[src/rtl/pulse_train_pkg.sv]
// Shared constants and helpers for the pulse train generator.
// State codes, state width and the zero-substitute helper.
package pulse_train_pkg;

  localparam int STATE_W = 2;

  localparam logic [STATE_W-1:0] S_IDLE  = 2'd0;
  localparam logic [STATE_W-1:0] S_GAP   = 2'd1;
  localparam logic [STATE_W-1:0] S_PULSE = 2'd2;

  // A programmed length of zero behaves as one.
  function automatic logic [31:0] zsub(input logic [31:0] v);
    return (v == 32'd0) ? 32'd1 : v;
  endfunction

endpackage

[src/rtl/pulse_train_gen_if.sv]
// Control/status bundle of the pulse train generator.
// Master drives START/STOP and lengths, slave returns status.
interface pulse_train_gen_if #(
  parameter int CNT_W   = 8,
  parameter int BURST_W = 8
);

  logic               start;
  logic               stop;
  logic [CNT_W-1:0]   gap_len;
  logic [CNT_W-1:0]   pulse_len;
  logic [BURST_W-1:0] burst_len;
  logic               idle;
  logic               pre_pulse;
  logic               pulse;
  logic               done;

  modport master (
    output start, stop, gap_len, pulse_len, burst_len,
    input  idle, pre_pulse, pulse, done
  );

  modport slave (
    input  start, stop, gap_len, pulse_len, burst_len,
    output idle, pre_pulse, pulse, done
  );

endinterface

[src/rtl/pulse_len_counter.sv]
// Loadable down-counter with zero flag.
// Shared between the gap and pulse phases.
module pulse_len_counter #(
  parameter int CNT_W = 8
) (
  input  logic             clk,
  input  logic             rstn,
  input  logic             load,
  input  logic             dec,
  input  logic [CNT_W-1:0] load_val,
  output logic             zero
);

  logic [CNT_W-1:0] cnt;

  // load wins over decrement; count parks at zero
  always_ff @(posedge clk or negedge rstn) begin
    if (!rstn) begin
      cnt <= '0;
    end else if (load) begin
      cnt <= load_val;
    end else if (dec && (cnt != '0)) begin
      cnt <= cnt - CNT_W'(1);
    end
  end

  assign zero = (cnt == '0);

endmodule

[src/rtl/pulse_train_gen.sv]
// Burst pulse train generator: gap / pulse / repeat.
// Optional PULSE_TRAIN_GEN_CONTINUOUS_EN: BURST_LEN=0 runs until STOP.
module pulse_train_gen
  import pulse_train_pkg::*;
#(
  parameter int CNT_W   = 8,
  parameter int BURST_W = 8
) (
  input logic              clk,
  input logic              rstn,
  pulse_train_gen_if.slave bus
);

  logic [STATE_W-1:0] state;
  logic [CNT_W-1:0]   g_len;
  logic [CNT_W-1:0]   p_len;
  logic [BURST_W-1:0] remaining;
  logic               stop_seen;
  logic               cont;

  logic [CNT_W-1:0]   g_eff;
  logic [CNT_W-1:0]   p_eff;
  logic [BURST_W-1:0] n_eff;

  logic               cnt_zero;
  logic               cnt_load;
  logic               cnt_dec;
  logic [CNT_W-1:0]   cnt_val;

  logic               launch;
  logic               gap_end;
  logic               more;
  logic               next_gap;

  assign g_eff = CNT_W'(zsub(32'(bus.gap_len)));
  assign p_eff = CNT_W'(zsub(32'(bus.pulse_len)));

`ifdef PULSE_TRAIN_GEN_CONTINUOUS_EN
  assign n_eff = bus.burst_len;

  // zero burst length selects free-running mode
  always_ff @(posedge clk or negedge rstn) begin
    if (!rstn) begin
      cont <= 1'b0;
    end else if (launch) begin
      cont <= (bus.burst_len == '0);
    end
  end
`else
  assign n_eff = BURST_W'(zsub(32'(bus.burst_len)));
  assign cont  = 1'b0;
`endif

  assign launch   = (state == S_IDLE) && bus.start && !bus.stop;
  assign gap_end  = (state == S_GAP) && cnt_zero && !bus.stop;
  assign more     = cont || (remaining > BURST_W'(1));
  assign next_gap = (state == S_PULSE) && cnt_zero && more
                    && !stop_seen && !bus.stop;

  assign cnt_load = launch || gap_end || next_gap;
  assign cnt_dec  = (state != S_IDLE);

  // reload value for the phase about to start
  always_comb begin
    cnt_val = g_len;
    if (launch) begin
      cnt_val = g_eff - CNT_W'(1);
    end else if (gap_end) begin
      cnt_val = p_len;
    end
  end

  pulse_len_counter #(
    .CNT_W (CNT_W)
  ) u_cnt (
    .clk      (clk),
    .rstn     (rstn),
    .load     (cnt_load),
    .dec      (cnt_dec),
    .load_val (cnt_val),
    .zero     (cnt_zero)
  );

  // phase sequencing, burst count and sticky abort
  always_ff @(posedge clk or negedge rstn) begin
    if (!rstn) begin
      state     <= S_IDLE;
      g_len     <= '0;
      p_len     <= '0;
      remaining <= '0;
      stop_seen <= 1'b0;
    end else begin
      case (state)
        S_IDLE: begin
          if (launch) begin
            state     <= S_GAP;
            g_len     <= g_eff - CNT_W'(1);
            p_len     <= p_eff - CNT_W'(1);
            remaining <= n_eff;
            stop_seen <= 1'b0;
          end
        end
        S_GAP: begin
          if (bus.stop) begin
            state <= S_IDLE;
          end else if (cnt_zero) begin
            state <= S_PULSE;
          end
        end
        S_PULSE: begin
          if (cnt_zero) begin
            stop_seen <= 1'b0;
            if (next_gap) begin
              state <= S_GAP;
              if (!cont) begin
                remaining <= remaining - BURST_W'(1);
              end
            end else begin
              state <= S_IDLE;
            end
          end else if (bus.stop) begin
            stop_seen <= 1'b1;
          end
        end
        default: state <= S_IDLE;
      endcase
    end
  end

  assign bus.idle      = (state == S_IDLE);
  assign bus.pre_pulse = (state == S_GAP) && cnt_zero;
  assign bus.pulse     = (state == S_PULSE);
  assign bus.done      = (state == S_PULSE) && cnt_zero && !cont
                         && (remaining == BURST_W'(1)) && !stop_seen;

endmodule
[src/flat_wrapper.sv]
// flat-port wrapper written by rule: the top's interface ports become plain ports
module pulse_train_gen_flat import pulse_train_pkg::*;
#(
  parameter int CNT_W   = 8,
  parameter int BURST_W = 8
)
  (clk, rstn, bus_start, bus_stop, bus_gap_len, bus_pulse_len, bus_burst_len, bus_idle, bus_pre_pulse, bus_pulse, bus_done);
  pulse_train_gen_if #(.CNT_W(CNT_W), .BURST_W(BURST_W)) bus_i ();
  input logic clk;
  input logic rstn;
  input wire logic [$bits(bus_i.start)-1:0] bus_start;
  input wire logic [$bits(bus_i.stop)-1:0] bus_stop;
  input wire logic [$bits(bus_i.gap_len)-1:0] bus_gap_len;
  input wire logic [$bits(bus_i.pulse_len)-1:0] bus_pulse_len;
  input wire logic [$bits(bus_i.burst_len)-1:0] bus_burst_len;
  output wire logic [$bits(bus_i.idle)-1:0] bus_idle;
  output wire logic [$bits(bus_i.pre_pulse)-1:0] bus_pre_pulse;
  output wire logic [$bits(bus_i.pulse)-1:0] bus_pulse;
  output wire logic [$bits(bus_i.done)-1:0] bus_done;
  assign bus_i.start = bus_start;
  assign bus_i.stop = bus_stop;
  assign bus_i.gap_len = bus_gap_len;
  assign bus_i.pulse_len = bus_pulse_len;
  assign bus_i.burst_len = bus_burst_len;
  assign bus_idle = bus_i.idle;
  assign bus_pre_pulse = bus_i.pre_pulse;
  assign bus_pulse = bus_i.pulse;
  assign bus_done = bus_i.done;
  pulse_train_gen #(.CNT_W(CNT_W), .BURST_W(BURST_W)) u_core (.clk(clk), .rstn(rstn), .bus(bus_i));
endmodule
[config.mk]
export PLATFORM = sky130hd
export DESIGN_NAME = pulse_train_gen_flat
export DESIGN_NICKNAME = d
export VERILOG_FILES = /design/src/rtl/pulse_train_pkg.sv /design/src/rtl/pulse_train_gen_if.sv /design/src/rtl/pulse_len_counter.sv /design/src/rtl/pulse_train_gen.sv /design/src/flat_wrapper.sv
export SDC_FILE = /design/constraint.sdc
export NUM_CORES = 1
export LEC_CHECK = 0
export ABC_AREA = 1
export CAP_MARGIN = 20
export CORE_MARGIN = 3
export CORE_UTILIZATION = 48
export CTS_CLUSTER_DIAMETER = 200
export DETAILED_ROUTE_END_ITERATION = 10
export PLACE_DENSITY = 0.7
export SLEW_MARGIN = 0
export SYNTH_ARGS = -nofsm -noshare
export SYNTH_HDL_FRONTEND = slang
export SYNTH_SLANG_ARGS = --single-unit
export TNS_END_PERCENT = 20
[constraint.sdc]
create_clock -name clk -period 5.4 [get_ports clk]
set_clock_uncertainty 0.15 [all_clocks]
set_input_delay 0.81 -clock clk [delete_from_list [all_inputs] [get_ports clk]]
set_output_delay 0.81 -clock clk [all_outputs]
set_load 0.005 [all_outputs]
==> summary.md <==
| Metric | Value |
|---|---|
| Status | finished, final reports clean |
| Dpl cell area | between 0.002 and 0.003 mm2 |
| DPL Wire Length | 4530 um |
| Initial antenna violation count | 0 |
| Port Buffers | 31 |
| P_leak | roughly 1.4 nW |
| Fraction of synthesized area in multiplexers | 0% |
| GR Overflow Total | 0 |
| Post-route ant nets | 0 |
| GP Congestion | 0.867 |
| Netlist Area Pre-Place | 0.00246 mm2 |
| Top FF cell, synth | dfrtp_1 |
| CTS max path bufs | 2 |
| Largest cells by area after synthesis | dfrtp_1 36%, nand2_1 15%, nand3_1 7.1%, inv_1 5.8%, nor2_1 4.9% |
| Warnings, synthesis | 0 |
| Core box area | 0.00485 mm2 |
| Layout Nets | ~410 |
| Fin Setup TNS | 0 ns |
| EDFF count, synth | 0 |
| Worst Setup SP | u_core.u_cnt.cnt[0] |
| CTS tree | built |
| Final worst path period need | 3.14 ns |
| Vias post-DR | 2,321 |
| Post-Synthesis Cells | 346 |
| Layout cells sized above 1 | 7.89% |
| Cell accounting for the most synthesized area | dfrtp_1 |
| I/O pins | 32 |
| Post-layout util | between 60% and 70% |
| Synth Net Count | 380 |
| Via/cell ratio | 5.19 |
| Post-CTS sizing | 0 |
| Yosys top cell area share | a little over a third |
| Post-Synth Adder-Cell Area | 3.05% |
| Share of flip-flops with an asynchronous set or reset | 100% |
| First-pass iteration count of the detailed router | 4 |
| Largest family of logic cells by synthesized area | simple AND/OR/NAND/NOR gates |
| HP Class | flop to flop |
| Worst EP arrival | 2.18 ns |
| Commonest cells post-synth | 100 x nand2_1, 38 x inv_1, 35 x dfrtp_1, 35 x nand3_1, 32 x nor2_1 |
| Avg Cell Area, Syn | just over 7 um2 |
| Sequential element share of the synthesized area | between 30% and 40% |
| Worst-Margin Slew | 0.627 ns |
| R2r setup slk | 3.12 ns |
| Die area | between 0.006 and 0.007 mm2 |
| Distinct cells, synth | 34 |
| Startpoint type of the worst setup path | flop |
| Highest Clock Rate | 318 MHz |
| Area delta synth->final | 19.3% |
| Cts hold-fix bufs | 0 |
| R2R depth | 8 |
| Post-route cell area | 0.00294 mm2 |
| Worst Setup End Kind | output port |
| # setup viols final | 0 |
| N_diodes | 0 |
| Max-slew headroom | 58.1% |
| Final Cycle Share | 58.2% |
| Synth Area in Compound Gates | approximately 11% |
| Xor and xnor area share after synthesis | 3.20% |
| Most numerous cell in the Yosys netlist | nand2_1 |
| Critical Path Fanout Max | 13 |
| Largest net degree at the start of global routing | 36 |
| Die width | 77.6 um |
| Post-Synth Simple-Gate Area | 39.8% |
| Residual DRC | 0 |
| Vias in the first global route | 2,168 |
| RSZ-0062 raised after global routing | false |
| Num CTS Buffers | 5 |
| Total power | a little over 0.5 mW |
| Maximum vdd drop | 0.000109 V |
| Post-CTS Setup Bufs | 0 |
| H-tree depth | 2 |
| Starting density of the core | between 50% and 60% |
| Drt total wl | 5920 um |
| Tot GR Track Use | 21.1% |
| Pins Over Slew Limit | 0 |
| Crit path to | bus_pre_pulse |
| Fin. Hold Viols | 0 |
| Multi-input gate area | around 0.0014 mm2 |
| First-pass GRT wire length | 10,200 um |
| Clk Latency, worst-skew pair | between 0.2 and 0.3 ns |
| Die height | 77.6 um |
| CTS clk-pin slew, worst paths | about 0.070 ns |
| Routed len/inst | about 13 um |
| CTS Root Cell | clkbuf_8 |
| Pwr dens | 175 mW/mm2 |
| Max-cap violations | 0 |
| Rows | 25 |
| CP required | 4.44 ns |
| Register Area | 876 um2 |
| Initial DRC count | 213 |
| Reg2reg start | u_core.state[1] |
| Reg-to-reg critical path endpoint | u_core.u_cnt.cnt[2] |
| CP Class | flop to output port |
| CTS Sinks | 35 |
| FF+latch count, synth | 35 |
| FILL cells | 472 |
==> report_power, final <==
| part | total [mW] | leakage, nW | internal [mW] | switching [mW] |
|---|---|---|---|---|
| logic | 0.0452 | 0.967 | 0.0234 | 0.0219 |
| registers | 0.262 | 0.412 | 0.262 | 0.0000000000000000346 |
| clock network | 0.207 | 0.0515 | 0.116 | 0.0911 |
==> worst min-delay path by stage <==
| stage | from | endpoint | slack, ns | depth (start not counted) |
|---|---|---|---|---|
| 5_1_grt | u_core.p_len[7] | u_core.p_len[7] | 0.37 | 2 |
| 4_1_cts | u_core.p_len[1] | u_core.p_len[1] | 0.33 | 2 |
| 2_1_floorplan | u_core.p_len[5] | u_core.p_len[5] | 0.29 | 2 |
| 3_3_place_gp | u_core.p_len[6] | u_core.p_len[6] | 0.31 | 2 |
| 3_5_place_dp | u_core.p_len[1] | u_core.p_len[1] | 0.32 | 2 |
| 6_report | u_core.p_len[1] | u_core.p_len[1] | 0.33 | 2 |
==> logic make-up after synthesis <==
logic type / after synthesis
compound gates: 46
xor+xnor: 9
fa+ha+maj: 6
buf+inv: 46
flops: 35
simple gates: 204
==> cell usage in the layout (no fill, tap or decap), types with 5 or more instances in the layout <==
cell and n:
xnor2_1 5, nor2_1 32, o21ai_0 23, nand4_1 5
nand3_1 35, clkdlybuf4s50_1 31, nand2_1 100, ha_1 6
nand3b_1 7, a21oi_1 6, dfrtp_1 35, o211ai_1 8
clkbuf_8 7, inv_1 38
==> through the flow <==
step                      setup slack (ns)  hold slack, ns  instances
after floorplan                       3.12           0.290        346
after global placement                2.41           0.307        439
after detailed placement              2.33           0.317        439
after CTS                             2.23           0.334        447
after global routing                  2.07           0.366        447
final                                 2.26           0.329        447
==> metal layers <==
metal | global-route usage, % | wire length [um] | up-vias
li1 | - | - | 1195
met1 | 32.5 | 3040 | 1061
met2 | 30.3 | 2540 | 61
met3 | 3.13 | 307 | 4
met4 | 6.41 | 40 | 0
met5 | 0 | 0 | -
==> worst max-delay path: stages (launching register included) <==
cell             delay (ns)
dfrtp_1                0.36
inv_1                  0.16
ha_1                   0.17
nand2_1                0.12
nor2_8                 0.30
inv_1                  0.10
nor3_1                 0.14
clkdlybuf4s50_1        0.55
==> final cells by class <==
cell class	count	share of cell area [%]
sequential	35	29.8
timing repair buffer	32	10.8
tap	67	2.86
inverter	40	5.12
multi-input combinational	265	48.0
clock buffer	8	3.41
==> flip-flops by register name (all words and copies together) (netlist names) <==
register and count:
u_core.u_cnt.cnt 8, u_core.state 2, u_core.remaining 8, u_core.stop_seen 1, u_core.p_len 8, u_core.g_len 8
No activity file was read; power rests on OpenSTA's default activity.
==> patch 1 (same settings) <==
The option `PULSE_TRAIN_GEN_CONTINUOUS_EN` is turned on by a define.
--- a/src/rtl/pulse_train_gen.sv
+++ b/src/rtl/pulse_train_gen.sv
@@ -2,2 +2,4 @@
 // Optional PULSE_TRAIN_GEN_CONTINUOUS_EN: BURST_LEN=0 runs until STOP.
+`define PULSE_TRAIN_GEN_CONTINUOUS_EN
+
 module pulse_train_gen
Formal check against the unedited RTL: not equivalent (a bounded check fails within 4 cycles, from zero or initial values and one cycle with rstn low).
==> patch 1 against the original RTL <==
Cell area grew 2.0%; global-route usage shrank 1.9 points; highest routed layer unchanged; wire length shrank 5.8%; setup slack lost 170 ps; synthesized area grew 3.8%; sequential cell count grew 1; register-to-register slack lost 240 ps; largest cell class unchanged.
Power is not compared: it rests on default switching activity, and its combinational part moved more than twofold at a synthesized area within 25%.
==> patch 1: results (changes against the original RTL) <==
| Metric | Value |
|---|---|
| Outcome | finished clean |
| Origin of the worst min-delay path | u_core.p_len[5] |
| Max FO, Critical Path | 12 (-1) |
| Synthesized Nets | 400 (+5.3%) |
| Via count of the first global-routing pass | 2167 (-0.046%) |
| Number of vias per cell | 5.056 (-2.6%) |
| Area share of fa/ha/maj cells after synthesis | 2.941% (-0.11 points) |
| Pre-CTS worst setup slack | 2130 ps (-196.5 ps) |
| Post-Synthesis Cells | 366 (+5.8%) |
| Placed cell area | 0.002898 sq mm (+2.2%) |
| Number of standard cells in the layout, taps in and fillers out | 464 (+3.8%) |
| Final nets | 431 (+4.4%) |
| Fraction of the yosys area taken by sequential cells | 35.29% (-0.31 points) |
| Detailed placer's ending HPWL | 4245 microns (-6.2%) |
| Destination of the worst register-to-register timing path | u_core.u_cnt.cnt[6] |
| Number of distinct library cells after synthesis | 36 (+5.9%) |
| Compound-gate portion of the synthesized area | 11.47% (+0.28 points) |
| Global-route wire length before repair | 9577 microns (-6.5%) |
| All-Layer GR Usage | 19.27% (-1.9 points) |
| Register-to-register path setup slack | 2880 ps (-240 ps) |
| Reg2Reg Launch Point | u_core.state[1] |
| Worst-case hold slack | 335.7 ps (+6.259 ps) |
| Final Routed Wirelength | 5579 microns (-5.8%) |
| Critical path arrival | 2350 ps (+170 ps) |
| Worst R2R Path Depth | 9 (+1) |
| Hold path endpoint | u_core.p_len[5] |
| Relative slew margins | 44.96% (-13 points) |
| Pin count of the biggest net entering global routing | 37 (+2.8%) |
| Share of final-layout standard cells stronger than drive strength 1 | 8.060% (+0.17 points) |
| Final period utilization | 61.28% (+3.1 points) |
| Most instantiated cells after synthesis | nand2_1, inv_1, dfrtp_1, nand3_1, nor2_1 |
| XOR/XNOR share of the synthesized area | 3.775% (+0.57 points) |
| Initial drt markers | 94 (-56%) |
| Leading post-synthesis cells by cell area | dfrtp_1, nand2_1, inv_1 |
| Share of synthesized area spent on multiplexers | 0% (unchanged) |
[patch 1: cell types whose count changed after synthesis, moves of 3 or more]
cell / unedited run / this run
clkbuf_1: 5 / 2
o21ai_2: 0 / 6
buf_6: 0 / 3
nand2_4: 4 / 0
xor2_1: 4 / 7
inv_1: 38 / 56
buf_2: 0 / 3
nand2_2: 2 / 6
nand2_1: 100 / 94
o21ai_1: 1 / 6
o211ai_1: 8 / 4
[patch 1: worst register-to-register path, cell delays in order (launching register included)]
cell	delay (ps)
dfrtp_1	460
nor2_4	200
inv_1	70
nor2_2	630
inv_2	350
a31oi_1	230
o21ai_0	160
nand3_1	110
nand2_1	50
nand2_1	50
[patch 1: layout make-up]
cell class	instances	area (sq um)
Clock buffer	7	96.34
Fill cell	487	1948
Inverter	59	221.5
Multi-Input combinational cell	263	1374
Sequential cell	36	900.9
Tap cell	67	83.83
Timing Repair Buffer	32	317.8
[patch 1: per-layer routing]
layer	GRT usage (%)	up-vias	share of wire, %
li1	-	1230	-
met1	25.11	1055	47
met2	31.66	49	47
met3	3.288	12	4.0
met4	8.076	0	2.3
met5	0	-	0
[patch 1: logic make-up (layout without fill, tap and decap cells)]
| family | count (synthesis) | in the layout |
|---|---|---|
| buf+inv | 67 | 98 |
| fa+ha+maj | 6 | 6 |
| simple gates | 197 | 197 |
| compound gates | 49 | 49 |
| xor+xnor | 11 | 11 |
| flops | 36 | 36 |
[patch 1: report_power, final]
part / internal [mW] / switching, mW
logic: 0.196 / 0.273
clock network: 0.114 / 0.0938
registers: 0.375 / 0.0851
total: 0.684 / 0.452
==> patch 2 (same settings) <==
Made on the original files. `STATE_W`: 2 -> 4.
--- a/src/rtl/pulse_train_pkg.sv
+++ b/src/rtl/pulse_train_pkg.sv
@@ -4,3 +4,3 @@
 
-  localparam int STATE_W = 2;
+  localparam int STATE_W = 4;
 
Function: no difference found for any inputs over 10 cycles, from zero or initial values and one cycle with rstn low; that may be too few to reach the edited logic, so the function may still have changed.
==> patch 2 against the original RTL <==
Utilization fell by 0.13 points; via count rose by 2.2%; cell area increased by 1.1%; total power shrank 4.3%; cell count is 3.4% higher; clock power fell by 11%; synthesized area up 2.6%; setup slack gained 160 ps; wire length down 2.0%; sequential cell count did not move; critical endpoint is now bus_done; highest routed layer unchanged.
==> patch 2: results (changes against the original RTL) <==
| Metric | Value |
|---|---|
| Fraction of the yosys area taken by sequential cells | 34.71% (-0.90 points) |
| Number of clock buffers inserted by TritonCTS | 5 (unchanged) |
| Number of gates resized after cts | 0 (unchanged) |
| Clk_lat worst skew | 290 ps |
| First-pass iteration count of the detailed router | 4 (unchanged) |
| Placer's final routability congestion estimate | 0.8263 (-4.7%) |
| Antenna fix cells | 0 (unchanged) |
| Clock transition time at the flip-flop clock pins of the worst setup and hold paths | 70 ps (about the same) |
| Final Routed Wirelength | 5803 microns (-2.0%) |
| Buffer count from post-CTS setup fixing | 0 (unchanged) |
| Final nets | 428 (+3.6%) |
| Root buf cell | clkbuf_8 |
| Compound-gate portion of the synthesized area | 12.44% (+1.3 points) |
| Initial drt markers | 192 (-9.9%) |
| Measured slew at the worst slew-check pin | 524.9 ps (-101.8 ps) |
| Share of final-layout standard cells stronger than drive strength 1 | 9.873% (+2.0 points) |
| Crit-path slowest cell | clkdlybuf4s50_1 |
| Synthesized Nets | 396 (+4.2%) |
| H-tree depth | 2 (unchanged) |
| Max FO, Critical Path | 7 (-6) |
| Number of antenna violations at the first check in global routing | 0 (unchanged) |
| Largest stage delay, worst path | 550 ps (about the same) |
| Number of buffers between clock root and the deepest sink | 2 (unchanged) |
| Destination of the worst register-to-register timing path | u_core.u_cnt.cnt[2] |
| Number of buffers added on ports | 31 (unchanged) |
| Endpoint of the most critical setup path | bus_done |
| Share of synthesized area spent on multiplexers | 0% (unchanged) |
| Reg2Reg Launch Point | u_core.state[0] |
| # fillers | 472 (unchanged) |
| Share of async-settable or async-resettable flops after synthesis | 100.0% (unchanged) |
| Number of distinct library cells after synthesis | 37 (+8.8%) |
| Synth warnings | 0 (unchanged) |
| Most instantiated cells after synthesis | nand2_1, inv_1, dfrtp_1, nand3_1, o21ai_0 |
| All-Layer GR Usage | 20.92% (-0.21 points) |
| Critical path arrival | 2020 ps (-160 ps) |
| Leakage | 1.429 nW (-0.13%) |
| Min-Delay Path Class | reg2reg |
| Outcome | finished clean |
| Register-to-register path setup slack | 3060 ps (-60 ps) |
| Setup crit start | u_core.u_cnt.cnt[0] |
| Global-route wire length before repair | 10270 microns (+0.34%) |
| Number of vias per cell | 5.134 (-1.1%) |
| Leading post-synthesis cells by cell area | dfrtp_1, nand2_1, inv_1 |
| Detailed placer's ending HPWL | 4492 microns (-0.74%) |
| Pre-CTS worst setup slack | 2363 ps (+36.95 ps) |
| Final period utilization | 55.18% (-3.0 points) |
| IR drop worst, VDD | 0.1933 mV (+77%) |
| Via count of the first global-routing pass | 2219 (+2.4%) |
| XOR/XNOR share of the synthesized area | 2.776% (-0.43 points) |
| Worst R2R Path Depth | 7 (-1) |
| Pin count of the biggest net entering global routing | 36 (unchanged) |
| Most common flop cell mapped by yosys | dfrtp_1 |
| Area share of fa/ha/maj cells after synthesis | 2.975% (-0.077 points) |
## patch 2: cell families (layout without fill, tap and decap cells)
logic type / count (synthesis) / after routing
xor+xnor: 8 / 8
compound gates: 52 / 52
buf+inv: 65 / 98
fa+ha+maj: 6 / 6
flops: 35 / 35
simple gates: 196 / 196
## patch 2: per-layer routing
metal	track usage (%)	vias to the layer above	part of all wire, %
li1	-	1221	-
met4	6.469	0	1.4
met1	27.95	1091	46
met5	0	-	0
met2	34.13	52	49
met3	4.014	8	4.1
## patch 2: metrics by stage
stage          power (mW)  hold WS (ps)  instances  instance area, sq um
6_report           0.4928         340.9        462                  2967
5_1_grt            0.5133         353.2        462                  2967
4_1_cts            0.4977         341.8        462                  2967
3_5_place_dp       0.3135         323.5        454                  2885
3_3_place_gp       0.3135         316.2        454                  2885
2_1_floorplan      0.2812         298.8        362                  2524
## patch 2: cell type report
class / instances / area, sq um / share of cell area [%]
clock buffer: 7 / 76.32 / 2.573
clock inverter: 1 / 5.005 / 0.1687
inverter: 58 / 219.0 / 7.381
multi-input combinational: 262 / 1389 / 46.82
sequential: 35 / 875.8 / 29.52
tap: 67 / 83.83 / 2.826
timing repair buffer: 32 / 317.8 / 10.71
## patch 2: worst min-delay path by stage
stage | from | endpoint | cells past startpoint
2_1_floorplan | u_core.p_len[5] | u_core.p_len[5] | 2
3_3_place_gp | u_core.p_len[5] | u_core.p_len[5] | 2
3_5_place_dp | u_core.p_len[5] | u_core.p_len[5] | 2
4_1_cts | u_core.p_len[5] | u_core.p_len[5] | 2
5_1_grt | u_core.p_len[5] | u_core.p_len[5] | 2
6_report | u_core.p_len[5] | u_core.p_len[5] | 2
## patch 2: critical path: cells and delay by family (launching register included)
family | cells | cell delay (ps)
adder cells (fa/ha/maj) | 1 | 170
buffers and inverters | 3 | 820
flip-flops | 1 | 360
AND/OR/NAND/NOR | 3 | 380
## patch 2: power breakdown
group          total [mW]  switching [mW]  internal [mW]
clock network       0.185          0.0943         0.0905
registers           0.262               0          0.262
logic              0.0460          0.0219         0.0241
total               0.493           0.116          0.377
